File: src/rtl/interrupt_context_stack_pkg.sv
// Shared types for the interrupt context stack: FSM states, default sizing and the
// stack-entry layout (flag field present only when INT_CTX_FLAG_SAVE_EN is defined).
package macpu_int_pkg;

    localparam int DEFAULT_DEPTH  = 8;
    localparam int DEFAULT_ADDR_W = 16;
    localparam int DEFAULT_FLAG_W = 16;

    typedef enum logic [1:0] {
        IDLE = 2'd0,
        PUSH = 2'd1,
        POP  = 2'd2,
        LOAD = 2'd3
    } ctx_state_e;

    // Layout of one saved context at default widths; PC occupies the upper bits.
    typedef struct packed {
        logic [DEFAULT_ADDR_W-1:0] pc;
`ifdef INT_CTX_FLAG_SAVE_EN
        logic [DEFAULT_FLAG_W-1:0] flag;
`endif
    } ctx_entry_t;

endpackage

File: src/rtl/interrupt_context_stack_if.sv
// Request/response bundle between the interrupt controller side and the context stack.
interface interrupt_context_stack_if #(
    parameter int ADDR_W = 16,
    parameter int FLAG_W = 16,
    parameter int DEPTH  = 8
);
    localparam int DEPTH_W = $clog2(DEPTH + 1);

    logic              i_interrupt_enable;
    logic [ADDR_W-1:0] i_interrupt_address;
    logic              i_recovery_enable;
    logic [ADDR_W-1:0] i_pc;
    logic [FLAG_W-1:0] i_flag;
    logic              o_pc_load;
    logic [ADDR_W-1:0] o_pc_address;
    logic              o_flag_load;
    logic [FLAG_W-1:0] o_flag;
    logic              o_busy;
    logic [DEPTH_W-1:0] o_depth;
    logic              o_overflow;
    logic              o_underflow;

    modport master (
        output i_interrupt_enable, i_interrupt_address, i_recovery_enable, i_pc, i_flag,
        input  o_pc_load, o_pc_address, o_flag_load, o_flag, o_busy, o_depth,
               o_overflow, o_underflow
    );

    modport slave (
        input  i_interrupt_enable, i_interrupt_address, i_recovery_enable, i_pc, i_flag,
        output o_pc_load, o_pc_address, o_flag_load, o_flag, o_busy, o_depth,
               o_overflow, o_underflow
    );

endinterface

File: src/rtl/interrupt_context_stack_ctx_lifo_mem.sv
// Register file backing the context LIFO: synchronous write, registered read.
module ctx_lifo_mem #(
    parameter int ENTRY_W = 16,
    parameter int DEPTH   = 8
) (
    input  logic                     clk,
    input  logic                     we_i,
    input  logic [$clog2(DEPTH)-1:0] waddr_i,
    input  logic [ENTRY_W-1:0]       wdata_i,
    input  logic                     re_i,
    input  logic [$clog2(DEPTH)-1:0] raddr_i,
    output logic [ENTRY_W-1:0]       rdata_o
);

    logic [ENTRY_W-1:0] mem_q [DEPTH];
    logic [ENTRY_W-1:0] rdata_q;

    // NOTE: storage has no reset; occupancy in the parent decides which entries are valid.
    always_ff @(posedge clk) begin
        if (we_i) mem_q[waddr_i] <= wdata_i;
        if (re_i) rdata_q <= mem_q[raddr_i];
    end

    assign rdata_o = rdata_q;

endmodule

File: src/rtl/interrupt_context_stack.sv
// Interrupt context stack: saves PC (and flags with INT_CTX_FLAG_SAVE_EN) on entry,
// restores them on recovery, through a 4-state FSM around ctx_lifo_mem.
module interrupt_context_stack
    import macpu_int_pkg::*;
#(
    parameter int ADDR_W = DEFAULT_ADDR_W,
    parameter int FLAG_W = DEFAULT_FLAG_W,
    parameter int DEPTH  = DEFAULT_DEPTH
) (
    input  logic                       clk,
    input  logic                       n_rst,
    interrupt_context_stack_if.slave   bus
);

    localparam int DEPTH_W = $clog2(DEPTH + 1);
    localparam int IDX_W   = $clog2(DEPTH);
`ifdef INT_CTX_FLAG_SAVE_EN
    localparam int ENTRY_W = ADDR_W + FLAG_W;
`else
    localparam int ENTRY_W = ADDR_W;
`endif

    ctx_state_e         state_q, state_d;
    logic               int_prev_q, rec_prev_q;
    logic               int_pend_q, int_pend_d, rec_pend_q, rec_pend_d;
    logic [ADDR_W-1:0]  pend_vec_q, pend_vec_d, vec_q, vec_d;
    logic [DEPTH_W-1:0] depth_q, depth_d;
    logic               is_pop_q, is_pop_d, busy_q, busy_d;
    logic               pc_load_q, pc_load_d, flag_load_q, flag_load_d;
    logic [ADDR_W-1:0]  pc_addr_q, pc_addr_d;
    logic [FLAG_W-1:0]  flag_q, flag_d;
    logic               ovf_q, ovf_d, unf_q, unf_d;

    logic               int_rise, rec_rise, int_req, rec_req;
    logic               mem_we, mem_re;
    logic [ENTRY_W-1:0] mem_wdata, mem_rdata;

    assign int_rise = bus.i_interrupt_enable & ~int_prev_q;
    assign rec_rise = bus.i_recovery_enable & ~rec_prev_q;
    assign int_req  = int_rise | int_pend_q;
    assign rec_req  = rec_rise | rec_pend_q;

`ifdef INT_CTX_FLAG_SAVE_EN
    assign mem_wdata = {bus.i_pc, bus.i_flag};
`else
    assign mem_wdata = bus.i_pc;
    logic [FLAG_W-1:0] unused_flag;
    assign unused_flag = bus.i_flag;
`endif

    // NOTE: every output of this block is given a default first, so no latches are inferred.
    always_comb begin
        state_d     = state_q;
        int_pend_d  = int_pend_q;
        rec_pend_d  = rec_pend_q;
        pend_vec_d  = pend_vec_q;
        vec_d       = vec_q;
        depth_d     = depth_q;
        is_pop_d    = is_pop_q;
        pc_addr_d   = pc_addr_q;
        flag_d      = flag_q;
        ovf_d       = ovf_q;
        unf_d       = unf_q;
        pc_load_d   = 1'b0;
        flag_load_d = 1'b0;
        mem_we      = 1'b0;
        mem_re      = 1'b0;

        // While busy, each request kind remembers at most one edge; extras are dropped.
        if (state_q != IDLE) begin
            if (int_rise && !int_pend_q) begin
                int_pend_d = 1'b1;
                pend_vec_d = bus.i_interrupt_address;
            end
            if (rec_rise) rec_pend_d = 1'b1;
        end

        case (state_q)
            IDLE: begin
                if (int_req) begin
                    int_pend_d = 1'b0;
                    if (rec_rise) rec_pend_d = 1'b1;
                    if (depth_q < DEPTH_W'(DEPTH)) begin
                        vec_d   = int_pend_q ? pend_vec_q : bus.i_interrupt_address;
                        state_d = PUSH;
                    end else begin
                        ovf_d = 1'b1;
                    end
                end else if (rec_req) begin
                    rec_pend_d = 1'b0;
                    if (depth_q != '0) state_d = POP;
                    else               unf_d   = 1'b1;
                end
            end
            PUSH: begin
                mem_we   = 1'b1;
                depth_d  = depth_q + DEPTH_W'(1);
                is_pop_d = 1'b0;
                state_d  = LOAD;
            end
            POP: begin
                mem_re   = 1'b1;
                depth_d  = depth_q - DEPTH_W'(1);
                is_pop_d = 1'b1;
                state_d  = LOAD;
            end
            default: begin
                pc_load_d = 1'b1;
                pc_addr_d = is_pop_q ? mem_rdata[ENTRY_W-1 -: ADDR_W] : vec_q;
`ifdef INT_CTX_FLAG_SAVE_EN
                flag_load_d = is_pop_q;
                if (is_pop_q) flag_d = mem_rdata[FLAG_W-1:0];
`endif
                state_d = IDLE;
            end
        endcase
        busy_d = (state_d != IDLE);
    end

    // NOTE: sequential state uses non-blocking assignments so all registers update together.
    always_ff @(posedge clk) begin
        if (!n_rst) begin
            state_q     <= IDLE;
            int_prev_q  <= 1'b0;
            rec_prev_q  <= 1'b0;
            int_pend_q  <= 1'b0;
            rec_pend_q  <= 1'b0;
            pend_vec_q  <= '0;
            vec_q       <= '0;
            depth_q     <= '0;
            is_pop_q    <= 1'b0;
            busy_q      <= 1'b0;
            pc_load_q   <= 1'b0;
            flag_load_q <= 1'b0;
            pc_addr_q   <= '0;
            flag_q      <= '0;
            ovf_q       <= 1'b0;
            unf_q       <= 1'b0;
        end else begin
            state_q     <= state_d;
            int_prev_q  <= bus.i_interrupt_enable;
            rec_prev_q  <= bus.i_recovery_enable;
            int_pend_q  <= int_pend_d;
            rec_pend_q  <= rec_pend_d;
            pend_vec_q  <= pend_vec_d;
            vec_q       <= vec_d;
            depth_q     <= depth_d;
            is_pop_q    <= is_pop_d;
            busy_q      <= busy_d;
            pc_load_q   <= pc_load_d;
            flag_load_q <= flag_load_d;
            pc_addr_q   <= pc_addr_d;
            flag_q      <= flag_d;
            ovf_q       <= ovf_d;
            unf_q       <= unf_d;
        end
    end

    ctx_lifo_mem #(
        .ENTRY_W (ENTRY_W),
        .DEPTH   (DEPTH)
    ) u_mem (
        .clk     (clk),
        .we_i    (mem_we),
        .waddr_i (IDX_W'(depth_q)),
        .wdata_i (mem_wdata),
        .re_i    (mem_re),
        .raddr_i (IDX_W'(depth_q - DEPTH_W'(1))),
        .rdata_o (mem_rdata)
    );

    assign bus.o_pc_load    = pc_load_q;
    assign bus.o_pc_address = pc_addr_q;
    assign bus.o_flag_load  = flag_load_q;
    assign bus.o_flag       = flag_q;
    assign bus.o_busy       = busy_q;
    assign bus.o_depth      = depth_q;
    assign bus.o_overflow   = ovf_q;
    assign bus.o_underflow  = unf_q;

endmodule

File: src/flat_wrapper.sv
// flat-port wrapper written by rule: the top's interface ports become plain ports
module interrupt_context_stack_flat import macpu_int_pkg::*;
#(
    parameter int ADDR_W = DEFAULT_ADDR_W,
    parameter int FLAG_W = DEFAULT_FLAG_W,
    parameter int DEPTH  = DEFAULT_DEPTH
)
  (clk, n_rst, bus_i_interrupt_enable, bus_i_interrupt_address, bus_i_recovery_enable, bus_i_pc, bus_i_flag, bus_o_pc_load, bus_o_pc_address, bus_o_flag_load, bus_o_flag, bus_o_busy, bus_o_depth, bus_o_overflow, bus_o_underflow);
  interrupt_context_stack_if #(.ADDR_W(ADDR_W), .FLAG_W(FLAG_W), .DEPTH(DEPTH)) bus_i ();
  input  logic clk;
  input  logic n_rst;
  input wire logic [$bits(bus_i.i_interrupt_enable)-1:0] bus_i_interrupt_enable;
  input wire logic [$bits(bus_i.i_interrupt_address)-1:0] bus_i_interrupt_address;
  input wire logic [$bits(bus_i.i_recovery_enable)-1:0] bus_i_recovery_enable;
  input wire logic [$bits(bus_i.i_pc)-1:0] bus_i_pc;
  input wire logic [$bits(bus_i.i_flag)-1:0] bus_i_flag;
  output wire logic [$bits(bus_i.o_pc_load)-1:0] bus_o_pc_load;
  output wire logic [$bits(bus_i.o_pc_address)-1:0] bus_o_pc_address;
  output wire logic [$bits(bus_i.o_flag_load)-1:0] bus_o_flag_load;
  output wire logic [$bits(bus_i.o_flag)-1:0] bus_o_flag;
  output wire logic [$bits(bus_i.o_busy)-1:0] bus_o_busy;
  output wire logic [$bits(bus_i.o_depth)-1:0] bus_o_depth;
  output wire logic [$bits(bus_i.o_overflow)-1:0] bus_o_overflow;
  output wire logic [$bits(bus_i.o_underflow)-1:0] bus_o_underflow;
  assign bus_i.i_interrupt_enable = bus_i_interrupt_enable;
  assign bus_i.i_interrupt_address = bus_i_interrupt_address;
  assign bus_i.i_recovery_enable = bus_i_recovery_enable;
  assign bus_i.i_pc = bus_i_pc;
  assign bus_i.i_flag = bus_i_flag;
  assign bus_o_pc_load = bus_i.o_pc_load;
  assign bus_o_pc_address = bus_i.o_pc_address;
  assign bus_o_flag_load = bus_i.o_flag_load;
  assign bus_o_flag = bus_i.o_flag;
  assign bus_o_busy = bus_i.o_busy;
  assign bus_o_depth = bus_i.o_depth;
  assign bus_o_overflow = bus_i.o_overflow;
  assign bus_o_underflow = bus_i.o_underflow;
  interrupt_context_stack #(.ADDR_W(ADDR_W), .FLAG_W(FLAG_W), .DEPTH(DEPTH)) u_core (.clk(clk), .n_rst(n_rst), .bus(bus_i));
endmodule
File: config.mk
export PLATFORM = sky130hd
export DESIGN_NAME = interrupt_context_stack_flat
export DESIGN_NICKNAME = d
export VERILOG_FILES = /design/src/rtl/interrupt_context_stack_pkg.sv /design/src/rtl/interrupt_context_stack_if.sv /design/src/rtl/interrupt_context_stack_ctx_lifo_mem.sv /design/src/rtl/interrupt_context_stack.sv /design/src/flat_wrapper.sv
export SDC_FILE = /design/constraint.sdc
export NUM_CORES = 1
export LEC_CHECK = 0
export BUFFER_PORTS_ARGS = -buffer_cell sky130_fd_sc_hd__buf_4
export CAP_MARGIN = 5
export CORE_MARGIN = 3
export CORE_UTILIZATION = 53
export DETAILED_ROUTE_END_ITERATION = 8
export PLACE_DENSITY_LB_ADDON = 0.12
export SLEW_MARGIN = 20
export SYNTH_ARGS = -nofsm -noshare
export SYNTH_HDL_FRONTEND = slang
export SYNTH_HIERARCHICAL = 1
export SYNTH_SLANG_ARGS = --single-unit
File: constraint.sdc
create_clock -name clk -period 2.2 [get_ports clk]
set_input_delay 0.33 -clock clk [delete_from_list [all_inputs] [get_ports clk]]
set_output_delay 0.33 -clock clk [all_outputs]
set_load 0.05 [all_outputs]
# After elaboration in Yosys (flattened, before gate mapping)
# Memory sizes are Yosys's and may differ from the RTL's. A register that Yosys moved wholly into a read port is not among the register bits.
# Index checks and enable logic that the tools add are counted.
# totals
ff_bits	63
ram_bits	128
inputBits	52
mem_count	1
# memory_table
name	words	word_bits	read_ports	rd_clocked_by_memory_dff	wr	line_no	text
u_core.u_mem.mem_q	8	16	1	1	1	interrupt_context_stack_ctx_lifo_mem.sv:15	logic [ENTRY_W-1:0] mem_q [DEPTH];
# classes
add_sub_neg	2
eq_ne	2
n_bitwise	9
reduce_logical	13
mux	24
magnitude_cmp	1
# ops
op	n
two-way mux 16 bit	2
two-way mux 1 bit	15
two-way mux 2 bit	4
one-hot mux 4 bit (2 select lines)	1
AND reduction 3 bit	2
nonzero test 2 bit	3
inverter 1 bit	5
adder 4 x 1 -> 4 bit (second input constant)	1
< comparator 4 bit (second input constant)	1
one-hot mux 2 bit (2 select lines)	1
AND reduction 4 bit	1
nonzero test 4 bit	1
subtractor 4 x 1 -> 4 bit (second input constant)	1
OR reduction 3 bit	1
bitwise AND 1 bit	2
== test 2 x 1 -> 1 bit (second input constant)	1
== test 2 bit (second input constant)	1
zero test 2 bit	1
bitwise OR 1 bit	2
one-hot mux 1 bit (2 select lines)	1
AND reduction 2 bit	1
OR reduction 2 bit	1
logical AND 1 bit	1
zero test 1 bit	1

# Logic depth before layout (Yosys ltp)
# Gate-level depths: netlist of run 1.
# depth
word_depth	7
depth_mapped	9
mapped_depth_nobuf	6

# By module
# Netlist of run 1, hierarchy kept.
# modules_own_cells
module	seq_area_each_um2	cells_each	area_per_inst_um2	instances
ctx_lifo_mem	4324.1	214	5454.0	1
interrupt_context_stack	1261.2	330	2964.1	1

# Least setup slack after synthesis of run 1
# Ideal clock, no wire load.
# synth_path
path_kind	reg2reg
from	register u_core.depth_q[0], in the netlist u_core/bus.o_depth[0]
to	register u_core.u_mem.rdata_q[0], in the netlist u_core/u_mem/rdata_o[0] (read register of u_core.u_mem.mem_q) (data pin)
slack_ns	-0.444
path_buffers	1
arrival_ns	2.384
setup_ns	0.260
path_stages_with_launch	7
synth_period_minus_slack_ns	2.644
path_cell_list	dfxtp_1 inv_1 ha_1 xor2_1 buf_1 mux4_2 mux2_2
# synth_via
elab_chain_cells	1
# synth_lines
element	line_no	text
start: declaration	interrupt_context_stack.sv:27	logic [DEPTH_W-1:0] depth_q, depth_d;
start signal: assignment	interrupt_context_stack.sv:147	depth_q <= depth_d;
subtractor 4 x 1 -> 4 bit	n/a	
end: declaration	interrupt_context_stack_ctx_lifo_mem.sv:16	logic [ENTRY_W-1:0] rdata_q;
# No other way between the ends.
# A chain may end at the register's enable or synchronous reset.

# Final worst setup path of run 1
# layout_path
from	register u_core.depth_q[0], in the netlist u_core/bus.o_depth[0]
to	register u_core.u_mem.rdata_q[7], in the netlist u_core/u_mem/rdata_o[7] (read register of u_core.u_mem.mem_q) (data pin)
# Same word-level chain as after synthesis.

==> results_tabular.tex, run 1 <==
\begin{tabular}{lr}
\hline
Metric & Value \\
\hline
\multicolumn{2}{l}{\textbf{Route}} \\
DRC violation total after the first TritonRoute iteration & 366 \\
Total vias in the final route & 4456 \\
Total Wirelength & $\sim$15000 um \\
DR vias/cell & 5.29 \\
Number of remaining DRC errors & 0 \\
Detailed Routing Iterations Pass 1 & 4 \\
Routed wire per std cell & around 17 um \\
Count of antenna-violating nets left after detailed routing & 0 \\
\multicolumn{2}{l}{\textbf{STA}} \\
Worst rel slew slack & 0.623 \\
Fin. Hold Viols & 0 \\
Clock Skews & about 0.021 ns \\
Final setup violation count & 0 \\
Final worst path period share & 0.914 \\
Maximum frequency from static timing analysis & 497 MHz \\
Number of max-slew violations in the final report & 0 \\
Setup TNS after final layout & 0 ns \\
Clock period minus final worst setup slack & about 2.0 ns \\
Unrepaired setup endpoints after global routing & false \\
Actual slew at the worst max-slew pin & 0.564 ns \\
\multicolumn{2}{l}{\textbf{Clocking}} \\
Clock latency on the worst-skew pair & 0.51 ns \\
Deepest clock path buffer count & 3 \\
Number of buffers created by CTS & 23 \\
Number of setup buffers added after CTS & 0 \\
CTS-repair resized insts & 0 \\
Level count of the clock H-tree & 1 \\
Clock Tree Root & clkbuf\_16 \\
Clock sinks & 207 \\
CTS clk-pin slew, worst paths & 0.06 ns \\
Hold buffer count at cts & 0 \\
TritonCTS clock tree & yes \\
\multicolumn{2}{l}{\textbf{Pwr}} \\
Max rail drop VDD & 702 uV \\
Static power due to leakage & 3.67 nW \\
Total power & 11.9 mW \\
Power per cell area & 1210 nW/um2 \\
\multicolumn{2}{l}{\textbf{Synth}} \\
Area of the mapped netlist & 8420 um2 \\
Top\_reg\_cell synth & edfxtp\_1 \\
Average instance area after synthesis & 15.5 um2 \\
Number of synthesized register bits & 207 \\
Number of instances in the synthesized netlist & about 540 \\
Share of flip-flops with an asynchronous set or reset & 0 \\
Synthesis warning total & 6 \\
Share of the yosys chip area belonging to registers & 0.663 \\
Number of distinct library cells after synthesis & between 40 and 50 \\
Count of flip-flops with a built-in enable after synthesis & between 100 and 150 \\
\multicolumn{2}{l}{\textbf{Floorplanning}} \\
Starting density of the core & 0.548 \\
DIE WIDTH & 132 um \\
Area inside the core boundary & 15400 um2 \\
I/O pin cnt & 93 \\
Die height & 132 um \\
Total die area & 17400 um2 \\
Row count & 45 \\
\multicolumn{2}{l}{\textbf{Setup path}} \\
Crit end category & flop \\
Crit Reg-Reg Startpoint & u\_core/bus.o\_depth[0]\$\_SDFFE\_PN0P\_ \\
Type of the setup path with the least slack & reg -> reg \\
Worst endpoint data arrival time & roughly 2.3 ns \\
Max stage delay on crit path & 0.34 ns \\
Ordered list of cells on the worst path & inv\_1, ha\_1, xor2\_2, buf\_12, mux4\_1, mux2\_2 \\
Internal reg-to-reg setup slack & 0.19 ns \\
Worst endpoint required time & 2.44 ns \\
Maximum fanout along the worst path & 32 \\
Highest-delay cell along the critical path & dfxtp\_4 \\
Startpoint type of the worst setup path & flop \\
Cell count of the worst reg-to-reg path & 6 \\
Capture instance of the worst register-to-register path & u\_core/u\_mem/rdata\_o[7]\$\_DFFE\_PP\_ \\
\multicolumn{2}{l}{\textbf{Finish}} \\
Layout net count & 674 \\
Number of diodes added for antenna fixing & 0 \\
Filler Cell Count & 1136 \\
Area growth from synthesis to layout & 16.6\% \\
Post-route cell area & 9810 um2 \\
Share of final-layout standard cells stronger than drive strength 1 & 0.217 \\
Final standard cell utilization of the core & 0.638 \\
\multicolumn{2}{l}{\textbf{Hold path}} \\
Hold Path Depth & 1 \\
Hold Path Origin & bus\_i\_pc[13] \\
Path class of the lowest-slack min-delay path & in -> reg \\
Endpoint with the worst hold slack & u\_core/u\_mem/mem\_q[6][13]\$\_DFFE\_PP\_ \\
\multicolumn{2}{l}{\textbf{Global routing}} \\
Vias in the first global route & 4555 \\
Total global routing overflow & 0 \\
Total GRT Usage & 0.171 \\
Pin count of the biggest net entering global routing & 38 \\
Antenna violations before repair & 0 \\
First-pass GRT wire length & approximately 24000 um \\
\multicolumn{2}{l}{\textbf{Job}} \\
Maxcap violations & 0 \\
\multicolumn{2}{l}{\textbf{Place}} \\
Global placement routability congestion & 0.750 \\
DP Area & 9110 um2 \\
I/O Buffers & 59 \\
Final HPWL from detailed placement & 9120 um \\
\multicolumn{2}{l}{\textbf{Outcome}} \\
Result of the run & finished, final reports clean \\
\hline
\end{tabular}
-- kinds of logic after synthesis --
group           count (synthesis)  synth area share
compound gates                 63            0.0554
xor+xnor                        5           0.00520
fa+ha+maj                       7            0.0104
buf+inv                        58            0.0388
flops                         207             0.663
mux                            82             0.162
other cells                     1          0.000445
simple gates                  121            0.0639
-- critical path, delay by kind of cell (launching register included) --
family | cells | cell delay, ns
flops | 1 | 0.34
buf+inv | 2 | 0.34
mux | 2 | 0.62
xor+xnor | 1 | 0.20
fa+ha+maj | 1 | 0.22
-- area by class of cell --
type / count / area, um2 / area share
clock inverters: 12 / 95.1 / 0.00969
flip-flops and latches: 207 / 5590 / 0.570
well taps: 211 / 264 / 0.0269
clock buffers: 30 / 612 / 0.0623
repair buffers: 80 / 638 / 0.0650
inverters: 8 / 30.0 / 0.00306
multi-input cells: 295 / 2580 / 0.263
-- sequential cells by signal, summed over array words and instances (netlist names) --
register	count
u_core/int_pend_q	1
u_core/bus.o_pc_address	16
u_core/rec_pend_q	1
u_core/bus.o_busy	1
u_core/u_mem/rdata_o	16
u_core/bus.o_underflow	1
u_core/u_mem/mem_q	128
u_core/state_q	2
u_core/bus.o_pc_load	1
u_core/pend_vec_q	16
u_core/vec_q	16
u_core/is_pop_q	1
u_core/bus.o_overflow	1
u_core/bus.o_depth	4
u_core/rec_prev_q	1
u_core/int_prev_q	1
-- metal layers --
layer	share of wire	vias to the layer above	track usage
met2	0.47	102	0.277
met5	0	-	0
met4	0.019	0	0.0443
li1	-	2172	-
met3	0.052	23	0.0389
met1	0.45	2159	0.238
-- power breakdown --
group,switching (mW),total [mW],leakage [nW],internal (mW)
Clock,1.44,3.52,0.343,2.08
Sequential,0.196,4.99,1.82,4.79
Combinational,1.88,3.35,1.51,1.48
-- stage by stage --
step	setup WS, ns	hold slack, ns	cells
final	0.188	0.0451	843
after detailed placement	0.196	0.444	801
after CTS	0.170	0.0283	843
after global routing	0.0912	0.0305	843
after global placement	0.209	0.438	801
after floorplan	0.0278	0.429	560
-- worst max-delay path by stage --
stage | from | endpoint | slack (ns)
floorplan | u_core/bus.o_depth[1]$_SDFFE_PN0P_ | u_core/u_mem/rdata_o[0]$_DFFE_PP_ | 0.03
global placement | u_core/bus.o_depth[0]$_SDFFE_PN0P_ | u_core/u_mem/rdata_o[7]$_DFFE_PP_ | 0.21
detailed placement | u_core/bus.o_depth[0]$_SDFFE_PN0P_ | u_core/u_mem/rdata_o[7]$_DFFE_PP_ | 0.20
global route | u_core/bus.o_depth[0]$_SDFFE_PN0P_ | u_core/u_mem/rdata_o[8]$_DFFE_PP_ | 0.09
finish | u_core/bus.o_depth[0]$_SDFFE_PN0P_ | u_core/u_mem/rdata_o[7]$_DFFE_PP_ | 0.19
CTS | u_core/bus.o_depth[0]$_SDFFE_PN0P_ | u_core/u_mem/rdata_o[9]$_DFFE_PP_ | 0.17
-- cell usage in the layout, fill, tap and decap left out, types with 4 or more instances in the layout --
cell       count
o211a_1       18
dfxtp_1       61
nand2b_1       4
conb_1        17
nor2b_1        5
o21ai_1       18
inv_1          7
clkinv_1       6
a21boi_1      16
nor2_1         9
mux4_2         4
mux2i_1       18
nand2_1       73
nand3_1       16
mux2_2        16
mux2_1        16
clkbuf_16     23
ha_1           7
clkbuf_1       6
edfxtp_1     144
buf_4         77
and2_1         6
mux4_1        28
-- synthesized netlist by cell type (5+ instances only) --
library cell,count,area share
inv_1,7,0.0031
buf_2,11,0.0065
nand2_1,73,0.033
a21boi_1,16,0.014
clkbuf_1,11,0.0049
edfxtp_1,144,0.51
dfxtp_1,63,0.15
mux2_1,16,0.021
nor2_1,9,0.0040
nor2b_1,5,0.0037
o211a_1,18,0.021
and2_1,6,0.0045
mux4_1,28,0.087
nand3_1,16,0.0095
ha_1,7,0.010
o21ai_1,18,0.011
buf_1,6,0.0027
mux2i_1,18,0.021
mux2_2,16,0.021
buf_4,17,0.015
Power figures use the tool's default switching activity.
==> run 2: changes to the inputs <==
--- a/config.mk
+++ b/config.mk
@@ -11,6 +11,7 @@
 export CORE_UTILIZATION = 53
 export DETAILED_ROUTE_END_ITERATION = 8
 export PLACE_DENSITY_LB_ADDON = 0.12
+export RECOVER_POWER = 100
 export SLEW_MARGIN = 20
 export SYNTH_ARGS = -nofsm -noshare
 export SYNTH_HDL_FRONTEND = slang
==> run 2 against run 1 <==
Net effect: final cell count did not move; largest power group unchanged; clock power is essentially flat; global-route usage stayed put; via count up 0.61%; largest cell class unchanged; clock-buffer cell count unchanged; highest routed layer unchanged; sequential share of layout area rose by 1.2 points; design area decreased by 2.0%; die area is the same; critical endpoint unchanged; combinational power fell by 4%; flip-flop and latch count did not move; setup slack got worse by 0.034 ns; first-iteration DRC count rose by 0.82%.
==> results_tabular.tex, run 2 (synthesis results as in run 1) <==
\begin{tabular}{lr}
\hline
Metric & Value \\
\hline
\multicolumn{2}{l}{\textbf{Outcome}} \\
Result of the run & finished, final reports clean \\
\multicolumn{2}{l}{\textbf{Floorplanning}} \\
I/O pin cnt & 93 \\
Row count & 45 \\
DIE WIDTH & approximately 130 um \\
Area inside the core boundary & between 15000 and 20000 um2 \\
Total die area & about 17000 um2 \\
Die height & 132 um \\
Starting density of the core & 0.548 \\
\multicolumn{2}{l}{\textbf{STA}} \\
Setup TNS after final layout & 0 ns \\
Worst rel slew slack & 0.0636 \\
Final worst path period share & 0.930 \\
Final setup violation count & 0 \\
Fin. Hold Viols & 0 \\
Clock Skews & approximately 0.018 ns \\
Actual slew at the worst max-slew pin & 1.40 ns \\
Number of max-slew violations in the final report & 0 \\
Maximum frequency from static timing analysis & 489 MHz \\
Unrepaired setup endpoints after global routing & false \\
Clock period minus final worst setup slack & 2.05 ns \\
\multicolumn{2}{l}{\textbf{Route}} \\
DR vias/cell & 5.32 \\
Met3 routed WL & 718 um \\
Number of remaining DRC errors & 0 \\
Total met2 wirelength after detailed routing & 7120 um \\
Count of antenna-violating nets left after detailed routing & 0 \\
Highest metal layer with signal wires & met4 \\
DRC violation total after the first TritonRoute iteration & between 300 and 400 \\
Total vias in the final route & 4483 \\
Detailed Routing Iterations Pass 1 & 4 \\
Post-route met1 wirelength & 6750 um \\
Total Wirelength & 14800 um \\
Routed wire per std cell & 17.6 um \\
\multicolumn{2}{l}{\textbf{Finish}} \\
Top register by number of flip-flops & u\_core/u\_mem/mem\_q \\
Final standard cell utilization of the core & 0.625 \\
Layout net count & 674 \\
Number of diodes added for antenna fixing & 0 \\
Most common cell after layout, fill and taps aside & edfxtp\_1 \\
Area growth from synthesis to layout & 14.2\% \\
Leading cell types in the layout, fill and taps excluded & edfxtp\_1 (144), nand2\_1 (73), dfxtp\_1 (61), clkbuf\_1 (47), mux4\_1 (28) \\
Largest register FFs & 128 \\
Filler Cell Count & about 1200 \\
Share of final-layout standard cells stronger than drive strength 1 & 0.147 \\
\multicolumn{2}{l}{\textbf{Setup path}} \\
Ordered list of cells on the worst path & inv\_1, ha\_1, xor2\_1, buf\_12, mux4\_1, mux2\_2 \\
Highest-delay cell along the critical path & dfxtp\_4 \\
Buffer and inverter count on the worst path & 2 \\
Max stage delay on crit path & 0.34 ns \\
Maximum fanout along the worst path & 32 \\
Crit end category & flop \\
Worst endpoint data arrival time & 2.29 ns \\
Kind of cell adding the most delay to the critical path & multiplexers \\
Type of the setup path with the least slack & reg -> reg \\
Worst endpoint required time & $\sim$2.4 ns \\
Startpoint type of the worst setup path & flop \\
\multicolumn{2}{l}{\textbf{Place}} \\
Final HPWL from detailed placement & between 9000 and 10000 um \\
I/O Buffers & between 50 and 60 \\
Global placement routability congestion & 0.750 \\
\multicolumn{2}{l}{\textbf{Clocking}} \\
Number of buffers created by CTS & 23 \\
Number of setup buffers added after CTS & 0 \\
Clock latency on the worst-skew pair & 0.51 ns \\
Hold buffer count at cts & 0 \\
Deepest clock path buffer count & 3 \\
TritonCTS clock tree & yes \\
CTS-repair resized insts & 0 \\
Clock Tree Root & clkbuf\_16 \\
Level count of the clock H-tree & 1 \\
Clock sinks & 207 \\
CTS clk-pin slew, worst paths & 0.06 ns \\
\multicolumn{2}{l}{\textbf{Pwr}} \\
Static power due to leakage & 3.48 nW \\
Reg power frac & 0.426 \\
Fraction of power consumed by the clock network & 0.300 \\
Net switching fraction of the power & 0.297 \\
Power per cell area & 1220 nW/um2 \\
Switching power total & 3.47 mW \\
P\_int & 8.23 mW \\
Max rail drop VDD & 697 uV \\
Combinational fraction of design power & 0.274 \\
\multicolumn{2}{l}{\textbf{Global routing}} \\
First-pass GRT wire length & 24000 um \\
Vias in the first global route & between 4000 and 5000 \\
Pin count of the biggest net entering global routing & 38 \\
Total global routing overflow & 0 \\
Total GRT Usage & 0.171 \\
Antenna violations before repair & 0 \\
\multicolumn{2}{l}{\textbf{Job}} \\
Maxcap violations & 0 \\
\multicolumn{2}{l}{\textbf{Hold path}} \\
Path class of the lowest-slack min-delay path & in -> reg \\
\hline
\end{tabular}
## run 2: cell types whose count changed in the layout (fill, tap and decap cells not counted), moves of 16 or more
cell / change
a21boi_0: +16
a21boi_1: -16
buf_4: -53
clkbuf_1: +41
o21ai_0: +16
o21ai_1: -16
## run 2: worst paths after layout
kind | startpoint | endpoint | slack (ns) | cells past startpoint
setup / recovery | u_core/bus.o_depth[0]$_SDFFE_PN0P_ | u_core/u_mem/rdata_o[7]$_DFFE_PP_ | 0.15 | 6
hold / removal | bus_i_recovery_enable | u_core/rec_prev_q$_SDFF_PN0_ | 0.05 | 2
setup reg to reg | u_core/bus.o_depth[0]$_SDFFE_PN0P_ | u_core/u_mem/rdata_o[7]$_DFFE_PP_ | 0.15 | 6
hold reg to reg | u_core/bus.o_overflow$_SDFFE_PN0P_ | u_core/bus.o_overflow$_SDFFE_PN0P_ | 0.46 | 1
## run 2: routing by layer
| layer | global-route usage | vias to the layer above |
|---|---|---|
| met3 | 0.0389 | 20 |
| met1 | 0.238 | 2192 |
| li1 | - | 2173 |
| met2 | 0.277 | 98 |
| met5 | 0 | - |
| met4 | 0.0443 | 0 |
## run 2: final cells by class
cell class              instances  area [um2]  area share
flip-flops and latches        207        5590       0.582
multi-input cells             295        2570       0.267
clock buffers                  30         612      0.0636
repair buffers                 80         454      0.0472
well taps                     211         264      0.0275
clock inverters                12        95.1     0.00989
inverters                       8        30.0     0.00312
## run 2: per-stage QoR
stage	instance area [um2]	instances	hold slack, ns	power [mW]	setup slack [ns]
floorplan	8500	560	0.429	7.51	0.0278
global placement	9110	801	0.438	8.37	0.209
detailed placement	9110	801	0.444	8.46	0.196
CTS	9810	843	0.0283	12.0	0.170
global route	9610	843	0.0305	12.3	0.0638
finish	9610	843	0.0479	11.7	0.154
## run 2: power by group through the flow
stage                     clock (mW)  sequential, mW  combinational (mW)
after global placement             0            5.04                3.33
after detailed placement           0            5.07                3.39
final                           3.51            4.99                3.20
after global routing            3.77            5.03                3.50
after CTS                       3.63            4.99                3.41
after floorplan                    0            5.36                2.15
